--- src/rtl/x_ledser.sv ---
// x_ledser -- front-panel LED serializer.
//
// Snapshots the NLEDS-wide vector of flash-generator outputs and shifts it
// MSB-first into an external serial-in/parallel-out LED driver chain, then
// pulses the driver latch. Frames repeat on a refresh timer or on demand.
//
// Ports:
//   clock       in   system clock
//   reset_n     in   asynchronous active-low reset
//   leds        in   [NLEDS-1:0] LED states, 1 = LED on
//   force_req   in   request an immediate frame (level or pulse)
//   lamp_test   in   (only with LEDSER_LAMPTEST_EN) all-on capture + frame request
//   sclk        out  serial shift clock to the driver chain
//   sdat        out  serial data, stable H clocks either side of sclk rise
//   slat        out  driver latch strobe, active high
//   busy        out  frame in progress
//   frame_done  out  one-clock pulse on return to idle
//
// Optional feature macro: LEDSER_LAMPTEST_EN
//
// Parameters: NLEDS (2..64), SCKDIV (half-period H = 2**SCKDIV clocks),
// MXREF (refresh interval 2**MXREF clocks counted from frame load).

module x_ledser #(
  parameter int NLEDS  = 16,
  parameter int SCKDIV = 2,
  parameter int MXREF  = 17
) (
  input  logic             clock,
  input  logic             reset_n,
  input  logic [NLEDS-1:0] leds,
  input  logic             force_req,
`ifdef LEDSER_LAMPTEST_EN
  input  logic             lamp_test,
`endif
  output logic             sclk,
  output logic             sdat,
  output logic             slat,
  output logic             busy,
  output logic             frame_done
);

  localparam int BW = (NLEDS > 1) ? $clog2(NLEDS) : 1;
  localparam int RW = MXREF + 1;

  typedef enum logic [2:0] {
    ST_IDLE  = 3'd0,
    ST_LOAD  = 3'd1,
    ST_SHLO  = 3'd2,
    ST_SHHI  = 3'd3,
    ST_LATCH = 3'd4
  } state_t;

  state_t            state_r, state_nx_s;
  logic [SCKDIV-1:0] divcnt_r, div_nx_s;
  logic [BW-1:0]     bitcnt_r, bit_nx_s;
  logic [NLEDS-1:0]  sr_r, sr_nx_s;
  logic [RW-1:0]     rcnt_r, rcnt_nx_s;
  logic              pend_r, pend_nx_s;

  logic              sclk_nx_s, sdat_nx_s, slat_nx_s, busy_nx_s, done_nx_s;
  logic              tick_s, ref_done_s, set_req_s;
  logic [NLEDS-1:0]  cap_s;

  assign tick_s     = &divcnt_r;
  assign ref_done_s = rcnt_r[MXREF];

`ifdef LEDSER_LAMPTEST_EN
  logic lt_prev_r;

  // Previous lamp_test level, for rising-edge detection.
  always_ff @(posedge clock or negedge reset_n) begin
    if (!reset_n) begin
      lt_prev_r <= 1'b0;
    end else begin
      lt_prev_r <= lamp_test;
    end
  end

  assign set_req_s = force_req | (lamp_test & ~lt_prev_r);
  assign cap_s     = lamp_test ? {NLEDS{1'b1}} : leds;
`else
  assign set_req_s = force_req;
  assign cap_s     = leds;
`endif

  // Next-state, datapath and decoded-output logic.
  always_comb begin
    state_nx_s = ST_IDLE;
    div_nx_s   = divcnt_r + SCKDIV'(1);
    bit_nx_s   = bitcnt_r;
    sr_nx_s    = sr_r;

    case (state_r)
      ST_IDLE: begin
        div_nx_s = '0;
        // A saturated refresh counter starts the frame directly so the
        // interval is 2**MXREF counted clocks plus the single idle clock.
        if (pend_r || ref_done_s) begin
          state_nx_s = ST_LOAD;
        end else begin
          state_nx_s = ST_IDLE;
        end
      end
      ST_LOAD: begin
        sr_nx_s    = cap_s;
        div_nx_s   = '0;
        bit_nx_s   = '0;
        state_nx_s = ST_SHLO;
      end
      ST_SHLO: begin
        if (tick_s) begin
          state_nx_s = ST_SHHI;
        end else begin
          state_nx_s = ST_SHLO;
        end
      end
      ST_SHHI: begin
        if (tick_s) begin
          sr_nx_s  = {sr_r[NLEDS-2:0], 1'b0};
          bit_nx_s = bitcnt_r + BW'(1);
          if (bitcnt_r == BW'(NLEDS - 1)) begin
            state_nx_s = ST_LATCH;
          end else begin
            state_nx_s = ST_SHLO;
          end
        end else begin
          state_nx_s = ST_SHHI;
        end
      end
      ST_LATCH: begin
        if (tick_s) begin
          state_nx_s = ST_IDLE;
        end else begin
          state_nx_s = ST_LATCH;
        end
      end
      default: begin
        state_nx_s = ST_IDLE;
        div_nx_s   = '0;
        bit_nx_s   = '0;
      end
    endcase

    // Outputs are decoded from the next state so each pin moves on the
    // same edge as the state change it reflects.
    sclk_nx_s = 1'b0;
    sdat_nx_s = 1'b0;
    slat_nx_s = 1'b0;
    busy_nx_s = 1'b0;
    case (state_nx_s)
      ST_LOAD: begin
        busy_nx_s = 1'b1;
        sdat_nx_s = cap_s[NLEDS-1];
      end
      ST_SHLO: begin
        busy_nx_s = 1'b1;
        sdat_nx_s = sr_nx_s[NLEDS-1];
      end
      ST_SHHI: begin
        busy_nx_s = 1'b1;
        sclk_nx_s = 1'b1;
        sdat_nx_s = sr_nx_s[NLEDS-1];
      end
      ST_LATCH: begin
        busy_nx_s = 1'b1;
        slat_nx_s = 1'b1;
      end
      default: begin
        busy_nx_s = 1'b0;
      end
    endcase
    done_nx_s = (state_r == ST_LATCH) && (state_nx_s == ST_IDLE);

    // A request arriving during load itself must survive into the next frame.
    if (state_r == ST_LOAD) begin
      pend_nx_s = set_req_s;
    end else begin
      pend_nx_s = pend_r | set_req_s | ref_done_s;
    end

    // Cleared on the load-entry edge; saturates instead of wrapping.
    if (state_nx_s == ST_LOAD) begin
      rcnt_nx_s = '0;
    end else if (ref_done_s) begin
      rcnt_nx_s = rcnt_r;
    end else begin
      rcnt_nx_s = rcnt_r + RW'(1);
    end
  end

  // State, datapath and registered-output flops.
  always_ff @(posedge clock or negedge reset_n) begin
    if (!reset_n) begin
      state_r    <= ST_IDLE;
      divcnt_r   <= '0;
      bitcnt_r   <= '0;
      sr_r       <= '0;
      rcnt_r     <= '0;
      pend_r     <= 1'b1;
      sclk       <= 1'b0;
      sdat       <= 1'b0;
      slat       <= 1'b0;
      busy       <= 1'b0;
      frame_done <= 1'b0;
    end else begin
      state_r    <= state_nx_s;
      divcnt_r   <= div_nx_s;
      bitcnt_r   <= bit_nx_s;
      sr_r       <= sr_nx_s;
      rcnt_r     <= rcnt_nx_s;
      pend_r     <= pend_nx_s;
      sclk       <= sclk_nx_s;
      sdat       <= sdat_nx_s;
      slat       <= slat_nx_s;
      busy       <= busy_nx_s;
      frame_done <= done_nx_s;
    end
  end

endmodule

--- config.mk ---
export PLATFORM = sky130hd
export DESIGN_NAME = x_ledser
export DESIGN_NICKNAME = d
export VERILOG_FILES = /design/src/rtl/x_ledser.sv
export SDC_FILE = /design/constraint.sdc
export NUM_CORES = 1
export LEC_CHECK = 0
export ABC_CLOCK_PERIOD_IN_PS = 1870
export CORE_MARGIN = 4
export CORE_UTILIZATION = 40
export DETAILED_ROUTE_END_ITERATION = 10
export SKIP_LAST_GASP = 1
export SYNTH_ARGS = -nofsm -noshare
export SYNTH_HDL_FRONTEND = slang
export SYNTH_SLANG_ARGS = --single-unit
--- constraint.sdc ---
create_clock -name clock -period 1.87 [get_ports clock]
set_input_delay 0.374 -clock clock [delete_from_list [all_inputs] [get_ports clock]]
set_output_delay 0.374 -clock clock [all_outputs]
set_load 0.1 [all_outputs]
# Word level (Yosys, flattened, before mapping)
# Index checks and enable logic that the tools add are counted.
# classes
addsub	3
eq_ne	11
n_mux	18
bitwise	3
reduce_logical	12
# ops
operator	count
18-bit two-way mux	2
16-bit one-hot mux with 2 select lines	1
18-bit by 1-bit adder with 18-bit output, second input constant	1
16-bit two-way mux	1
3-bit one-hot mux with 5 select lines	1
3-bit by 2-bit equality test with 1-bit output, second input constant	4
3-bit two-way mux	3
4-bit one-hot mux with 2 select lines	1
3-bit by 1-bit equality test with 1-bit output, second input constant	2
3-bit equality test, second input constant	2
3-bit zero test	2
1-bit two-way mux	6
2-bit AND reduction	3
3-bit OR reduction	2
4-bit by 1-bit adder with 4-bit output, second input constant	1
4-bit equality test, second input constant	1
4-bit two-way mux	1
4-bit OR reduction	1
2-bit by 1-bit adder with 2-bit output, second input constant	1
2-bit two-way mux	1
2-bit by 1-bit != test with 1-bit output, second input constant	1
2-bit != test, second input constant	1
1-bit OR	2
1-bit one-hot mux with 2 select lines	1
5 further kinds	5
# totals
reg_bits	49
in_bits	19
out_inout_bits	5
word_cells	60

# Longest topological paths before layout
# Gate-level depths: netlist (run 1).
# logic_depth
ltp_word	7
depth_mapped	6
ltp_nobuf	5

# Least setup slack after synthesis (run 1)
# No wires, ideal clock.
# synth_timing
kind	register -> register
startpoint	reg rcnt_r[17]
endpoint	reg rcnt_r[15]
setup_time_ns	0.078
t_arrival_ns	1.560
required_time_ns	1.792
slack_ns	0.233
stages_incl_launch_ff	6
path_buffers	1
synth_period_minus_slack_ns	1.637
cell_sequence	dfrtp_1 clkbuf_2 nand4b_4 or4_4 or3_1 a21oi_1
# synth_between
elab_chain_len	5
word_cells_on_any_way	6
classes_between	eq/ne (2); mux (3); reduce/logical (1)
# synth_lines
element	line	text
start, declared	58	logic [RW-1:0] rcnt_r, rcnt_nx_s;
start signal, assigned	211	rcnt_r <= rcnt_nx_s;
1-bit logical OR	99	if (pend_r || ref_done_s) begin
1-bit two-way mux	99	
3-bit one-hot mux with 5 select lines	94	case (state_r)
3-bit by 1-bit equality test with 1-bit output	183	if (state_nx_s == ST_LOAD) begin
2-bit by 1-bit != test with 1-bit output (no source line) / 18-bit two-way mux (equally long branches)	--	
# Several ways; a longest one is shown, not always the timed one.
# A chain may end at the register's enable or synchronous reset.

# Worst setup path in the final report (run 1)
# layout_timing
startpoint	reg rcnt_r[3]
endpoint	reg rcnt_r[13]
# layout_between
elab_chain_len	3
# layout_lines
element	line	text
18-bit by 1-bit adder with 18-bit output	188	rcnt_nx_s = rcnt_r + RW'(1);
18-bit two-way mux	185	end else if (ref_done_s) begin
18-bit two-way mux	183	
# Every way passes these cells. The select of a mux whose other input is x is not followed.

==> metrics, run 1 <==
status finished clean; LEAKAGE 1.31 nW; Initial Util between 40% and 50%; largest net degree at the start of global routing 32; Synth Net Count 240; required time of the critical path 2.10 ns; DRT Wirelength between 4000 and 5000 um; Final Cycle Share 93.4%; root buffer cell clkbuf_8; setup TNS 0 ns; most common cell after layout, fill and taps aside dfrtp_1; final count of hold timing violations 0; worst path arrival time 1.97 ns; Final #Nets 267; Syn Inst Count ~220; Synth warnings 0; Syn Area/Cell 10.4 sq um; initial antenna violation count 0; sequential share of the synthesized area 54.3%; Resized cells post-CTS 0; Tightest Pin Transition 0.450 ns; HP Class input pin to asynchronous set/reset pin; max frequency 0.573 GHz; Setup Fix Bufs, Post-CTS 0; Setup CP Type flop to flop; synthesized flop and latch total 49; WL/cell 13.7 um; Slew HR 70.0%; minimum clock period about 1.7 ns; GP Congestion 0.759; core area 5510 sq um; Port Buf Inserts 23; DRT iter0 DRCs between 100 and 150; number of remaining DRC errors 0; share of cells above drive strength 1 13.4%; number of antenna diodes 0; CTS clock-pin slew for the worst setup and hold paths around 0.09 ns; setup violators final 0; Worst Setup End Kind flop; Yosys cell types 44; antenna violation net count after detailed routing 0; asr flop ratio synth 100%; Skew-Pair Late Insertion Delay about 0.30 ns; skew final 0.00792 ns; Peak VDD IR 345 uV; via/cell ratio 5.32; First-pass DRT Iterations 5; Rows 27; critical path startpoint category flop; Pwr Total 2.04 mW; Power Density approximately 750 nW/um^2; critical-path maximum fanout 6; first-pass GRT wire length 7780 um; placed wire-length estimate 3040 um; die width 83.2 um; Die Height 83.2 um; hold_buf cts 0; Vias 1693; Slew Limit Fails 0; CTS tree built; area of the mapped netlist around 2300 sq um; Global Route Usage Sum 13.6%; CTS max path bufs 2; max-cap violations 0; vias in the first global route 1686; Sinks on Clock Net 49; depth of the CTS H-tree 2; EDFF count, synth 0; RSZ-0062 raised after global routing no; total grt overflow 0; # IOs 24; TritonCTS Buffers 5; Area Overhead vs Synth 20.9%; Synth Flop Type dfrtp_1; commonest cells after routing, fill and taps aside dfrtp_1, nor2_1, inv_1, clkdlybuf4s50_1, a222oi_1; die area between 6000 and 7000 sq um
## area by class of cell
type	count	area, sq um
tap	72	90.1
clock inverter	3	65.1
clock buffer	5	68.8
multi-input combinational	141	933
sequential	49	1230
timing repair buffer	31	285
inverter	17	63.8
fill	524	2770
## cells by family (layout without fill, tap and decap cells)
kind of cell | count (synthesis) | count (layout) | share of synthesized area, %
simple gates | 79 | 79 | 19.5
buf+inv | 28 | 56 | 4.76
xor+xnor | 11 | 11 | 4.26
mux | 2 | 2 | 0.885
flops | 49 | 49 | 54.3
fa+ha+maj | 3 | 3 | 1.66
compound gates | 46 | 46 | 14.7
## flip-flops by register name, summed over array words and instances, names as in the netlist
| register | count |
|---|---|
| divcnt_r | 2 |
| sdat | 1 |
| busy | 1 |
| bitcnt_r | 4 |
| rcnt_r | 18 |
| state_r | 3 |
| frame_done | 1 |
| sclk | 1 |
| sr_r | 16 |
| slat | 1 |
| pend_r | 1 |
## synthesized netlist by cell type, drive strengths merged, types with 2 or more instances
cell,n,area share [%]
a211oi,2,0.66
a21oi,8,1.8
a222oi,14,6.2
a22o,2,0.77
and3,2,0.55
buf,2,0.39
clkbuf,9,1.5
dfrtp,48,53
ha,3,1.7
inv,17,2.8
mux2i,2,0.88
nand2,12,2.0
nand2b,2,0.55
nand3,4,0.88
nand3b,2,0.66
nand4,8,2.5
nor2,23,3.8
nor2b,5,1.4
nor3,3,0.66
nor3b,2,0.66
nor4,2,0.55
o21ai,13,2.9
o31ai,2,0.66
or2,2,0.55
or3,6,1.7
xnor2,5,1.9
xor2,6,2.3
## final timing paths
kind	depth (start not counted)	from	slack, ns	to
min in group clock	1	divcnt_r[0]$_DFF_PN0_	0.44	divcnt_r[0]$_DFF_PN0_
setup reg to reg	4	rcnt_r[3]$_DFFE_PN0P_	0.12	rcnt_r[13]$_DFFE_PN0P_
hold reg to reg	1	divcnt_r[0]$_DFF_PN0_	0.44	divcnt_r[0]$_DFF_PN0_
setup / recovery	4	rcnt_r[3]$_DFFE_PN0P_	0.12	rcnt_r[13]$_DFFE_PN0P_
hold / removal	1	reset_n	0.00002	frame_done$_DFF_PN0_
max in group asynchronous	2	reset_n	1.28	pend_r$_DFF_PN1_
## critical path: stages (launching register included)
cell,delay (ns)
dfrtp_1,0.45
nand4_2,0.19
or4_4,0.58
or3_1,0.32
a21oi_1,0.15
## per-layer routing
layer | routed length, um | share of wire (%) | track usage, % | up-vias
met5 | 0 | 0 | 0 | -
met4 | 74 | 1.7 | 4.90 | 0
met3 | 199 | 4.6 | 3.57 | 7
met2 | 2000 | 46 | 21.1 | 33
met1 | 2090 | 48 | 18.3 | 815
li1 | - | - | - | 838
## per-stage QoR
step / hold WS [ns] / worst slack, ns / util (%) / instance area, sq um / instances
global route: 0.0200 / 0.0105 / 49.7 / 2740 / 318
finish: 0.0000166 / 0.124 / 49.7 / 2740 / 318
CTS: 0.00986 / 0.127 / 49.6 / 2730 / 318
floorplan: 0.0784 / 0.233 / - / 2260 / 218
global placement: 0.344 / 0.190 / 47.2 / 2600 / 310
detailed placement: 0.347 / 0.139 / 47.2 / 2600 / 310
## where the power goes
group | switching, mW | internal (mW)
clock network | 0.359 | 0.531
registers | 0.00625 | 1.07
logic | 0.0328 | 0.0453
Power figures use the tool's default switching activity.
==> inputs of run 2 (changes only) <==
- CAP_MARGIN: unset -> 20
- CORE_UTILIZATION: 40 -> 56
- PLACE_DENSITY: unset -> 0.79
==> run 2 against run 1 <==
Combinational power is 1% higher. Worst setup slack worse by 0.018 ns. Sequential power hardly changed. Die area is 26% lower. Sequential cell count stayed put. Worst hold slack better by 0.44 ns. Core utilization is 22 points higher. Clock skew is 0.0045 ns lower. First-iteration DRC count is 48% higher. Critical path type unchanged. Largest power group unchanged.
==> metrics, run 2 (synthesis results as in run 1) <==
share of cells above drive strength 1 12.6% (-0.86 points); die area 5120 sq um (-26%); slowest CP cell or4_4; Vias 1706 (+0.77%); commonest cells after routing, fill and taps aside dfrtp_1, nor2_1, inv_1, clkdlybuf4s50_1, a222oi_1; max-cap violations 0 (unchanged); depth of the CTS H-tree 2 (unchanged); CTS max path bufs 2 (unchanged); placed wire-length estimate 3040 um (about the same); first-pass GRT wire length 7600 um (-2.4%); Register Area 1230 sq um (-0.10%); required time of the critical path 2.10 ns (about the same); Die Height 71.6 um (-14%); clock power share 40.4% (-3.1 points); switching part of the total power 19.8% (+0.40 points); number of antenna diodes 0 (unchanged); Area Overhead vs Synth 19.2%; sequential cell fraction of total power 55.5% (+2.9 points); setup TNS 0 ns (unchanged); critical path startpoint category flop; worst-path cell chain nand4_2 > or4_4 > or3_1 > a21oi_1; skew final 0.00340 ns (-0.00452 ns); largest net degree at the start of global routing 33 (+3.1%); combinational group share of total power 4.1% (+0.3 points); CTS clock-pin slew for the worst setup and hold paths 0.09 ns (about the same); DRT iter0 DRCs 160 (+48%); Slew HR 72.1% (+2.0 points); Port Buf Inserts 23 (unchanged); Reg with most FFs rcnt_r; setup violators final 0 (unchanged); family with the most delay on the worst path simple AND/OR/NAND/NOR gates; die width 71.6 um (-14%); RSZ-0062 raised after global routing no; vias in the first global route 1638 (-2.8%); Pwr Total 1.94 mW (-5.2%); Largest regs rcnt_r x18, sr_r x16, bitcnt_r x4; Slew Limit Fails 0 (unchanged); Rows 22 (-19%); status finished clean; GP Congestion 0.765 (+0.86%); total grt overflow 0 (unchanged); fill count 277 (-47%); Initial Util 60.0% (+19 points); critical-path maximum fanout 6 (unchanged); Skew-Pair Late Insertion Delay 0.30 ns (about the same); Worst Setup End Kind flop; antenna violation net count after detailed routing 0 (unchanged); initial antenna violation count 0 (unchanged); Setup CP Type flop to flop; Peak VDD IR 529 uV (+53%); Sw Pwr 0.385 mW (-3.3%); root buffer cell clkbuf_8; utilization after layout 71.5% (+22 points); core area 3770 sq um (-32%); HP Class flop to flop; most common cell after layout, fill and taps aside dfrtp_1; LEAKAGE 1.30 nW (-0.39%); Final Cycle Share 94.3% (+0.94 points); via/cell ratio 5.78 (+8.6%); max frequency 0.567 GHz (-0.99%); area of the multi-input gates 933 sq um (unchanged); worst path arrival time 2.00 ns (+0.03 ns); First-pass DRT Iterations 5 (unchanged); max reg flops 18 (unchanged); Power Density 718 nW/um^2 (-3.9%); TritonCTS Buffers 5 (unchanged); CTS tree built; final count of hold timing violations 0 (unchanged); DRT Wirelength 4300 um (-1.4%); Int Pwr 1.55 mW (-5.7%); Resized cells post-CTS 0 (unchanged); # IOs 24 (unchanged); WL/cell 14.6 um (+6.3%); minimum clock period 1.76 ns (+0.0175 ns); number of remaining DRC errors 0 (unchanged); Final #Nets 268 (+0.37%); Tightest Pin Transition 0.419 ns (-0.0305 ns); crit path buf inv count 0 (unchanged); crit-path max cell delay 0.58 ns (about the same); Global Route Usage Sum 18.9% (+5.3 points); Sinks on Clock Net 49 (unchanged)
run 2: stage by stage:
| stage | hold WS [ns] | setup WS, ns | area [sq um] | cells |
|---|---|---|---|---|
| CTS | 0.440 | 0.113 | 2690 | 294 |
| floorplan | 0.0784 | 0.233 | 2260 | 218 |
| detailed placement | 0.330 | 0.128 | 2560 | 285 |
| finish | 0.440 | 0.106 | 2700 | 295 |
| global route | 0.460 | 0.00143 | 2700 | 295 |
| global placement | 0.330 | 0.203 | 2560 | 285 |
run 2: cell type report:
type                    instances  area share [%]
multi-input cells             141            34.6
inverters                      17            2.37
clock buffers                   7            3.20
repair buffers                 32            11.0
flip-flops and latches         49            45.5
clock inverters                 1            1.11
well taps                      48            2.23
run 2: what timing repair did:
action,in CTS,in global routing
setup buffers,0,1
hold endpoints to repair,13,0
hold buffers,1,0
setup endpoints to repair,0,2
run 2: power by group through the flow:
stage                     clock network, mW  registers [mW]  logic (mW)
after global placement                    0            1.10      0.0791
after CTS                             0.792            1.08      0.0814
final                                 0.782            1.08      0.0791
after floorplan                           0            1.10      0.0140
after global routing                  0.844            1.08      0.0885
after detailed placement                  0            1.10      0.0796
run 2: metal layers:
layer / vias to the layer above / global-route usage (%) / routed length [um]
li1: 839 / - / -
met1: 819 / 27.5 / 2030
met2: 41 / 27.6 / 2010
met3: 7 / 5.05 / 214
met4: 0 / 6.26 / 48
met5: - / 0 / 0
run 2: worst paths after layout:
path	start	to	slack, ns	cells after the start
setup reg to reg	rcnt_r[3]$_DFFE_PN0P_	rcnt_r[13]$_DFFE_PN0P_	0.11	4
max in group asynchronous	reset_n	pend_r$_DFF_PN1_	0.77	3
setup / recovery	rcnt_r[3]$_DFFE_PN0P_	rcnt_r[13]$_DFFE_PN0P_	0.11	4
min in group asynchronous	reset_n	frame_done$_DFF_PN0_	0.53	2
hold reg to reg	divcnt_r[0]$_DFF_PN0_	divcnt_r[0]$_DFF_PN0_	0.44	1
hold / removal	divcnt_r[0]$_DFF_PN0_	divcnt_r[0]$_DFF_PN0_	0.44	1
